$ cat src/rtl/clock_pkg.sv
// Shared types and field limits for the digital clock time-setting path.
package clock_pkg;

    // Field under edit; numeric values are visible on set_field.
    typedef enum logic [1:0] {
        FLD_HOUR = 2'd0,
        FLD_MIN  = 2'd1,
        FLD_SEC  = 2'd2
    } field_e;

    localparam int SEC_MAX    = 59;
    localparam int MIN_MAX    = 59;
    localparam int HOUR24_MAX = 23;
    localparam int HOUR12_MIN = 1;
    localparam int HOUR12_MAX = 12;

    // Field selection order: HOUR -> MIN -> SEC -> HOUR.
    function automatic field_e next_field(input field_e f);
        case (f)
            FLD_HOUR: next_field = FLD_MIN;
            FLD_MIN:  next_field = FLD_SEC;
            default:  next_field = FLD_HOUR;
        endcase
    endfunction

endpackage

$ cat src/rtl/set_field_cnt.sv
// One time field register with load and modulo up/down stepping.
module set_field_cnt #(
    parameter int W       = 6,
    parameter int MIN     = 0,
    parameter int MAX     = 59,
    parameter int RST_VAL = 0
) (
    input  logic         clk,
    input  logic         rst_n,
    input  logic         load,
    input  logic [W-1:0] load_val,
    input  logic         inc,
    input  logic         dec,
    output logic [W-1:0] value
);

    localparam logic [W-1:0] C_MIN = W'(MIN);
    localparam logic [W-1:0] C_MAX = W'(MAX);
    localparam logic [W-1:0] C_RST = W'(RST_VAL);

    logic [W-1:0] r_value;

    // Load has priority; otherwise step with wrap between MIN and MAX.
    // NOTE: sequential state uses non-blocking (<=) so every flop samples pre-edge values.
    always_ff @(posedge clk or negedge rst_n) begin
        if (!rst_n) begin
            r_value <= C_RST;
        end else if (load) begin
            r_value <= load_val;
        end else if (inc) begin
            r_value <= (r_value == C_MAX) ? C_MIN : r_value + W'(1);
        end else if (dec) begin
            r_value <= (r_value == C_MIN) ? C_MAX : r_value - W'(1);
        end
    end

    assign value = r_value;

endmodule

$ cat src/rtl/time_set_ctrl.sv
// Time-setting engine: tracks the running time while idle, edits one field at
// a time in set mode with auto-repeat, and pulses set_time_load on exit.
module time_set_ctrl #(
    parameter int HOUR_24      = 1,
    parameter int REPEAT_DELAY = 500,
    parameter int REPEAT_RATE  = 100,
    parameter int CNT_W        = 16
) (
    input  logic       clk,
    input  logic       rst_n,
    input  logic       set_time_en,
    input  logic       set_time_add,
    input  logic       set_time_sub,
    input  logic       set_time_shift,
    input  logic [4:0] cur_hour,
    input  logic [5:0] cur_minute,
    input  logic [5:0] cur_second,
    output logic [4:0] set_time_hour,
    output logic [5:0] set_time_minute,
    output logic [5:0] set_time_second,
    output logic [1:0] set_field,
    output logic       set_time_load
);

    import clock_pkg::*;

    localparam int HOUR_MIN = (HOUR_24 != 0) ? 0 : HOUR12_MIN;
    localparam int HOUR_MAX = (HOUR_24 != 0) ? HOUR24_MAX : HOUR12_MAX;
    localparam int HOUR_RST = (HOUR_24 != 0) ? 0 : HOUR12_MAX;

    localparam logic [4:0]       C_HOUR_MIN = 5'(HOUR_MIN);
    localparam logic [4:0]       C_HOUR_MAX = 5'(HOUR_MAX);
    localparam logic [CNT_W-1:0] C_DELAY    = CNT_W'(REPEAT_DELAY);
    localparam logic [CNT_W-1:0] C_RATE     = CNT_W'(REPEAT_RATE);

    logic             r_en, r_add, r_sub, r_shift;
    logic             r_load;
    field_e           r_field;
    logic [CNT_W-1:0] r_rep_cnt;
    logic             r_rep_on;

    logic       w_en_rise, w_en_fall, w_edit, w_shift_rise;
    logic       w_up, w_dn, w_key_one, w_key_edge, w_rep_hit, w_step;
    logic       w_inc, w_dec, w_load;
    logic [4:0] w_hour_load_val;

    // Edge detection against the previous-cycle key levels.
    assign w_en_rise    = set_time_en & ~r_en;
    assign w_en_fall    = ~set_time_en & r_en;
    assign w_edit       = set_time_en & r_en;
    assign w_shift_rise = w_edit & set_time_shift & ~r_shift;

    // Exactly one of add/sub held; a shift edge suppresses stepping that cycle.
    assign w_up       = set_time_add & ~set_time_sub;
    assign w_dn       = set_time_sub & ~set_time_add;
    assign w_key_one  = w_edit & (w_up | w_dn) & ~w_shift_rise;
    assign w_key_edge = w_key_one & ((w_up & ~r_add) | (w_dn & ~r_sub));
    assign w_rep_hit  = w_key_one & ~w_key_edge &
                        (r_rep_cnt == (r_rep_on ? C_RATE : C_DELAY));
    assign w_step     = w_key_edge | w_rep_hit;
    assign w_inc      = w_step & w_up;
    assign w_dec      = w_step & w_dn;

    // Track cur_* while idle and on entry; hold through the exit edge and the
    // commit pulse so the timekeeper sees the edited value.
    assign w_load = ~r_en & (set_time_en | ~r_load);

    // Entry clamps an out-of-range hour to the range minimum.
    // NOTE: combinational blocks assign a default first so no latch is inferred.
    always_comb begin
        w_hour_load_val = cur_hour;
        if (w_en_rise && ((cur_hour < C_HOUR_MIN) || (cur_hour > C_HOUR_MAX))) begin
            w_hour_load_val = C_HOUR_MIN;
        end
    end

    // Register key levels for edge detection and raise the commit pulse.
    always_ff @(posedge clk or negedge rst_n) begin
        if (!rst_n) begin
            r_en    <= 1'b0;
            r_add   <= 1'b0;
            r_sub   <= 1'b0;
            r_shift <= 1'b0;
            r_load  <= 1'b0;
        end else begin
            r_en    <= set_time_en;
            r_add   <= set_time_add;
            r_sub   <= set_time_sub;
            r_shift <= set_time_shift;
            r_load  <= w_en_fall;
        end
    end

    // Field select: back to HOUR on entry/exit, advance on shift edge.
    always_ff @(posedge clk or negedge rst_n) begin
        if (!rst_n) begin
            r_field <= FLD_HOUR;
        end else if (w_en_rise || w_en_fall) begin
            r_field <= FLD_HOUR;
        end else if (w_shift_rise) begin
            r_field <= next_field(r_field);
        end
    end

    // Repeat timer: restarts on a key edge, first fires after REPEAT_DELAY,
    // then every REPEAT_RATE; cleared whenever no single key is being held.
    always_ff @(posedge clk or negedge rst_n) begin
        if (!rst_n) begin
            r_rep_cnt <= '0;
            r_rep_on  <= 1'b0;
        end else if (!w_key_one) begin
            r_rep_cnt <= '0;
            r_rep_on  <= 1'b0;
        end else if (w_key_edge) begin
            r_rep_cnt <= CNT_W'(1);
            r_rep_on  <= 1'b0;
        end else if (w_rep_hit) begin
            r_rep_cnt <= CNT_W'(1);
            r_rep_on  <= 1'b1;
        end else begin
            r_rep_cnt <= r_rep_cnt + CNT_W'(1);
        end
    end

    set_field_cnt #(.W(5), .MIN(HOUR_MIN), .MAX(HOUR_MAX), .RST_VAL(HOUR_RST)) u_hour (
        .clk      (clk),
        .rst_n    (rst_n),
        .load     (w_load),
        .load_val (w_hour_load_val),
        .inc      (w_inc & (r_field == FLD_HOUR)),
        .dec      (w_dec & (r_field == FLD_HOUR)),
        .value    (set_time_hour)
    );

    set_field_cnt #(.W(6), .MIN(0), .MAX(MIN_MAX), .RST_VAL(0)) u_minute (
        .clk      (clk),
        .rst_n    (rst_n),
        .load     (w_load),
        .load_val (cur_minute),
        .inc      (w_inc & (r_field == FLD_MIN)),
        .dec      (w_dec & (r_field == FLD_MIN)),
        .value    (set_time_minute)
    );

    set_field_cnt #(.W(6), .MIN(0), .MAX(SEC_MAX), .RST_VAL(0)) u_second (
        .clk      (clk),
        .rst_n    (rst_n),
        .load     (w_load),
        .load_val (cur_second),
        .inc      (w_inc & (r_field == FLD_SEC)),
        .dec      (w_dec & (r_field == FLD_SEC)),
        .value    (set_time_second)
    );

    assign set_field     = r_field;
    assign set_time_load = r_load;

endmodule

$ cat config.mk
export PLATFORM = sky130hd
export DESIGN_NAME = time_set_ctrl
export DESIGN_NICKNAME = d
export VERILOG_FILES = /design/src/rtl/clock_pkg.sv /design/src/rtl/set_field_cnt.sv /design/src/rtl/time_set_ctrl.sv
export SDC_FILE = /design/constraint.sdc
export NUM_CORES = 1
export LEC_CHECK = 0
export CAP_MARGIN = 10
export CORE_MARGIN = 2
export CORE_UTILIZATION = 55
export DETAILED_ROUTE_END_ITERATION = 16
export PLACE_DENSITY = 0.81
export SKIP_LAST_GASP = 1
export SYNTH_ARGS = -nofsm -noshare
export SYNTH_HDL_FRONTEND = slang
export SYNTH_SLANG_ARGS = --single-unit
$ cat constraint.sdc
create_clock -name clk -period 5.4 [get_ports clk]
set_input_delay 1.08 -clock clk [delete_from_list [all_inputs] [get_ports clk]]
set_output_delay 1.08 -clock clk [all_outputs]
set_load 0.01 [all_outputs]
; Word-level counts from Yosys, hierarchy flattened
; Index checks and enable logic that the tools add are counted.
[word_totals]
register_bits = 41
inputBits = 23
out_inout_bits = 20
wordCells = 101
[op_classes]
add_sub_neg = 7
magnitude_cmp = 2
n_eq_ne = 7
mux = 26
bitwise_logic = 37
n_reduce_logical = 11
[ops]
columns = cell, count
row1 = 2-to-1 mux 6 bit, 10
row2 = 2-to-1 mux 16 bit, 3
row3 = 2-to-1 mux 5 bit, 6
row4 = AND 1 bit, 23
row5 = adder 16 x 1 -> 16 bit (second input constant), 1
row6 = == test 16 x 9 -> 1 bit, 1
row7 = adder 6 x 1 -> 6 bit (second input constant), 2
row8 = == test 6 bit (second input constant), 2
row9 = logical NOT 6 bit, 2
row10 = subtractor 6 x 1 -> 6 bit (second input constant), 2
row11 = NOT 1 bit, 10
row12 = 2-to-1 mux 9 bit, 1
row13 = nonzero test 3 bit, 3
row14 = adder 5 x 1 -> 5 bit (second input constant), 1
row15 = == test 5 bit (second input constant), 1
row16 = > comparator 5 bit (second input constant), 1
row17 = logical NOT 5 bit, 1
row18 = < comparator 5 x 1 -> 1 bit (second input constant), 1
row19 = subtractor 5 x 1 -> 5 bit (second input constant), 1
row20 = 2-to-1 mux 2 bit, 2
row21 = OR 1 bit, 4
row22 = one-hot mux 2 bit (2 select lines), 1
row23 = 2-to-1 mux 1 bit, 3
row24 = != test 3 x 1 -> 1 bit (second input constant), 1
row25 = 6 further kinds, 7

; Depth between registers and ports, before layout
[depth]
depth_word = 15
mapped_depth = 9
depth_no_buf = 8

; Hierarchy
; A second synthesis with hierarchy kept.
[hier_totals]
hier_cells = 331
hier_area_um2 = 2956.6
[modules_own_cells]
columns = mod, instances, cells_per_inst, area_each_um2, seq_area_each_um2
row1 = time_set_ctrl, 1, 136, 1343.8, 600.6
row2 = set_field_cnt (u_minute), 1, 72, 594.3, 150.1
row3 = set_field_cnt (u_second), 1, 69, 554.3, 150.1
row4 = set_field_cnt (u_hour), 1, 54, 464.2, 125.1

; Worst setup path after synthesis
; No wires, ideal clock.
[synth_path]
kind = input to register
startpoint = in set_time_add
endpoint = reg u_second.r_value[0] (netlist: u_second.value[0])
setup_ns = 0.069
arrival_time_ns = 2.925
required_time_ns = 5.331
setup_slack_ns = 2.406
cell_stages = 8
path_buffers = 1
path_cell_list = inv_1 ha_1 nor2b_1 nand2_1 or4_4 buf_6 or4_1 nand3_1
[synth_via]
elab_chain_cells = 14
word_cells_on_any_way = 21
classes_between = 2 x mux / 18 x bitwise / 1 x reduce/logical
[synth_rtl]
columns = element, line_no
row1 = "start, declared", time_set_ctrl.sv:12  ; input logic set_time_add,
row2 = NOT 1 bit, time_set_ctrl.sv:55  ; assign w_dn = set_time_sub & ~set_time_add;
row3 = AND 1 bit, time_set_ctrl.sv:55
row4 = OR 1 bit, time_set_ctrl.sv:56  ; assign w_key_one = w_edit & (w_up | w_dn) & ~w_shift_rise;
row5 = AND 1 bit (2 in a row), time_set_ctrl.sv:56
row6 = AND 1 bit, time_set_ctrl.sv:57  ; assign w_key_edge = w_key_one & ((w_up & ~r_add) | (w_dn & ~r_sub));
row7 = NOT 1 bit, time_set_ctrl.sv:58  ; assign w_rep_hit = w_key_one & ~w_key_edge &
row8 = AND 1 bit (2 in a row), time_set_ctrl.sv:58
row9 = OR 1 bit, time_set_ctrl.sv:60  ; assign w_step = w_key_edge | w_rep_hit;
row10 = AND 1 bit, time_set_ctrl.sv:61  ; assign w_inc = w_step & w_up;
row11 = AND 1 bit, time_set_ctrl.sv:150  ; .inc (w_inc & (r_field == FLD_SEC)),
row12 = 2-to-1 mux 6 bit, set_field_cnt.sv:30  ; end else if (inc) begin
row13 = 2-to-1 mux 6 bit, set_field_cnt.sv:28  ; end else if (load) begin
row14 = "end signal, assigned", set_field_cnt.sv:29  ; r_value <= load_val;
row15 = "end signal, assigned", set_field_cnt.sv:31  ; r_value <= (r_value == C_MAX) ? C_MIN : r_value + W'(1);
row16 = "end signal, assigned", set_field_cnt.sv:33  ; r_value <= (r_value == C_MIN) ? C_MAX : r_value - W'(1);
row17 = "end, declared", set_field_cnt.sv:21  ; logic [W-1:0] r_value;
; Parallel ways exist; a longest one is shown, timed or not.
; A chain may end at the register's enable or synchronous reset.

; Final worst setup path
[layout_path]
startpoint = in set_time_add
endpoint = reg u_minute.r_value[2] (netlist: u_minute.value[2])
[layout_via]
elab_chain_cells = 14
word_cells_on_any_way = 21
classes_between = 2 x mux / 18 x bitwise / 1 x reduce/logical
[layout_rtl]
columns = element, line_no
row1 = NOT 1 bit, time_set_ctrl.sv:55
row2 = AND 1 bit, time_set_ctrl.sv:55
row3 = OR 1 bit, time_set_ctrl.sv:56
row4 = AND 1 bit (2 in a row), time_set_ctrl.sv:56
row5 = AND 1 bit, time_set_ctrl.sv:57
row6 = NOT 1 bit, time_set_ctrl.sv:58
row7 = AND 1 bit (2 in a row), time_set_ctrl.sv:58
row8 = OR 1 bit, time_set_ctrl.sv:60
row9 = AND 1 bit, time_set_ctrl.sv:61
row10 = AND 1 bit, time_set_ctrl.sv:140  ; .inc (w_inc & (r_field == FLD_MIN)),
row11 = 2-to-1 mux 6 bit, set_field_cnt.sv:30
row12 = 2-to-1 mux 6 bit, set_field_cnt.sv:28
row13 = "end signal, assigned", set_field_cnt.sv:29
row14 = "end signal, assigned", set_field_cnt.sv:31
row15 = "end signal, assigned", set_field_cnt.sv:33
row16 = "end, declared", set_field_cnt.sv:21
; Parallel ways exist; a longest one is shown, timed or not.

==> impl_metrics.csv <==
group,metric,value,unit
logic_synthesis,synth_top_cell_by_area,"dfrtp_1",
layout,final_nets,405,
worst_setup_path,cp-start-kind,"primary input",
logic_synthesis,yosysMostFrequentCell,"dfrtp_1",
power,vdd_drop_max,118,uV
sta,rsz0062_at_grt,"no",
logic_synthesis,synth-main-ff-cell,"dfrtp_1",
global_route,antenna_found_initial,0,
worst_setup_path,cp-end-kind,"flip-flop",
routing,wl,6720,um
sta,slew_viol_final,0,
clock_network,insertion_delay,0.30,ns
worst_setup_path,crit_path_start,"set_time_add",
routing,via_per_inst,6.00,
logic_synthesis,synth.area.top_cells,"dfrtp_1, ha_1, nor2_1",
logic_synthesis,ys_async_sr_fraction,100,%
routing,drtIter0Drc,262,
floorplanning,die_w,76.4,um
layout,area_growth,18.4,%
clock_network,clockBufferDepth,2,
clock_network,root_buffer,"clkbuf_8",
placed_design,gp_congestion,0.889,
layout,drive_gt1_share,5.98,%
floorplanning,num_rows,26,
routing,postRouteAntennaNets,0,
sta,setup_viol,0,
logic_synthesis,synth_area,2890,um2
floorplanning,core-area,5070,um2
clock_network,post_cts_resized,0,
clock_network,post_cts_buffers,0,
logic_synthesis,synthCells,333,
clock_network,postCtsHoldBufs,0,
logic_synthesis,synth_edf_count,0,
worst_setup_path,worstReg2RegStart,"r_rep_cnt[0]",
layout,layout.area.seq,1030,um2
power,p_leak,1.39,nW
sta,period_needed,3.79,ns
layout,filler_cell_count,445,
layout,n_antenna_cell,0,
global_route,grt_pass1_vias,2438,
worst_setup_path,critPathArrivalTime,3.98,ns
floorplanning,boundaryPins,43,
layout,multiInputGateArea,1720,um2
power,finalPower,0.760,mW
routing,drtPass1Iterations,6,
routing,drc,0,
sta,fmax,0.264,GHz
clock_network,cts-buffers-inserted,5,
logic_synthesis,synth_fp_nets,371,
sta,final_hold_viol_count,0,
sta,tns,0,ns
run,max-cap-violations,0,
floorplanning,die-area,5840,um2
global_route,track_usage,23.9,%
logic_synthesis,synth_top_area_share,35.5,%
worst_setup_path,cp.required,5.59,ns
logic_synthesis,synth.distinct_cells,54,
placed_design,portBuffers,42,
worst_setup_path,path_class,"in2reg",
logic_synthesis,ys_seq_area_share,35.5,%
logic_synthesis,synth.avg_cell_area,8.67,um2
global_route,overflow,0,
sta,fin_crit_sh,70.3,%
logic_synthesis,ys_ff_latch,41,
floorplanning,die_h,76.4,um
status,status,"finished, final reports clean",
sta,fin_skew,0.00683,ns
floorplanning,initial_core_util,56.9,%
min_path,hold_path.class,"reg2reg",
clock_network,clkTransAtPathRegs,0.08,ns
sta,max_slew.worst_pin.slew,0.996,ns
power,power_density,222,nW/um2
global_route,grt_pass1_wl,11500,um
clock_network,ctsHtreeMaxLevel,2,
min_path,hp-start,"r_rep_cnt[0]",
worst_setup_path,crit_fanout,12,
routing,vias,2628,
sta,slew_headroom,33.6,%
clock_network,cts.sinks,41,
logic_synthesis,synth_common_cells,"dfrtp_1, nor2_1, nand2_1",
placed_design,dp_hpwl,4890,um
routing,wire_per_inst,15.3,um
global_route,grt_max_degree,42,
logic_synthesis,yosysWarnings,0,
clock_network,tritoncts,"yes",
==> flip-flops by register name (all words and copies together), names as in the netlist <==
signal,flops
r_shift,1
r_rep_cnt,16
u_minute.value,6
u_hour.value,5
r_add,1
set_time_load,1
r_rep_on,1
r_en,1
u_second.value,6
r_sub,1
set_field,2
==> kinds of logic after synthesis <==
family          after synthesis  synth area share [%]
compound gates               76                  17.9
xor+xnor                     22                  6.68
fa+ha+maj                    15                  6.50
buf+inv                      35                  4.81
flops                        41                  35.5
mux                          11                  3.90
simple gates                133                  24.6
==> worst max-delay path, cell delays in order <==
cell and delay (ns):
clkdlybuf4s50_1 0.51, inv_1 0.06, ha_1 0.29, nor2b_1 0.26, nand3_1 0.21, a21oi_1 0.81
o32ai_1 0.19, mux2_2 0.30, a211o_1 0.29
==> power by group <==
group          leakage, nW  total (mW)  switching, mW  internal, mW
sequential           0.519       0.368         0.0440         0.324
clock               0.0374       0.203          0.112        0.0911
combinational        0.832       0.188         0.0886        0.0994
==> through the flow <==
step | hold slack, ns | cell area, um2 | utilization, % | worst slack, ns | cells
finish | 0.536 | 3420 | 67.3 | 1.61 | 438
global placement | 0.510 | 3330 | 65.6 | 1.48 | 430
detailed placement | 0.524 | 3330 | 65.6 | 1.34 | 430
CTS | 0.542 | 3420 | 67.3 | 1.66 | 438
global route | 0.556 | 3420 | 67.3 | 1.37 | 438
floorplan | 0.470 | 2890 | - | 2.41 | 333
==> cell usage in the layout, fill, tap and decap left out, types with 3 or more instances in the layout <==
| cell | n |
|---|---|
| a211o_1 | 4 |
| a211oi_1 | 3 |
| a21o_1 | 3 |
| a21oi_1 | 23 |
| a31oi_1 | 4 |
| and3_1 | 7 |
| clkbuf_8 | 5 |
| clkdlybuf4s50_1 | 41 |
| dfrtp_1 | 41 |
| ha_1 | 15 |
| inv_1 | 19 |
| mux2i_1 | 9 |
| nand2_1 | 26 |
| nand2b_1 | 4 |
| nand3_1 | 22 |
| nand4_1 | 4 |
| nor2_1 | 31 |
| nor2b_1 | 4 |
| nor3_1 | 10 |
| nor3b_1 | 5 |
| o2111ai_1 | 3 |
| o211ai_1 | 6 |
| o21ai_0 | 10 |
| or3_1 | 5 |
| xnor2_1 | 12 |
| xor2_1 | 10 |
==> cell type report <==
cell class	instances	area share, %
Clock buffer	6	2.12
Inverter	19	2.09
Clock inverter	2	0.439
Sequential cell	41	30.0
Timing Repair Buffer	43	12.4
Tap cell	70	2.56
Multi-Input combinational cell	257	50.4
==> metal layers <==
metal / track usage, % / wire, um / share of wire (%) / vias to the layer above
met1: 32.2 / 3040 / 45 / 1262
met4: 7.45 / 84 / 1.3 / 0
met5: 0 / 0 / 0 / -
met3: 4.27 / 381 / 5.7 / 11
met2: 39.3 / 3210 / 48 / 90
li1: - / - / - / 1265
==> path summary, 6_finish.rpt <==
path	slack (ns)	end	cells past startpoint
worst max register to register	2.51	u_minute.value[2]	8
worst max-delay path	1.61	u_minute.value[2]	9
min in group asynchronous	0.91	r_rep_cnt[9]	1
worst min register to register	0.54	r_rep_cnt[0]	1
worst min-delay path	0.54	r_rep_cnt[0]	1
max in group asynchronous	3.92	u_hour.value[1]	1
Note: power is estimated with default switching activity, not from simulation.
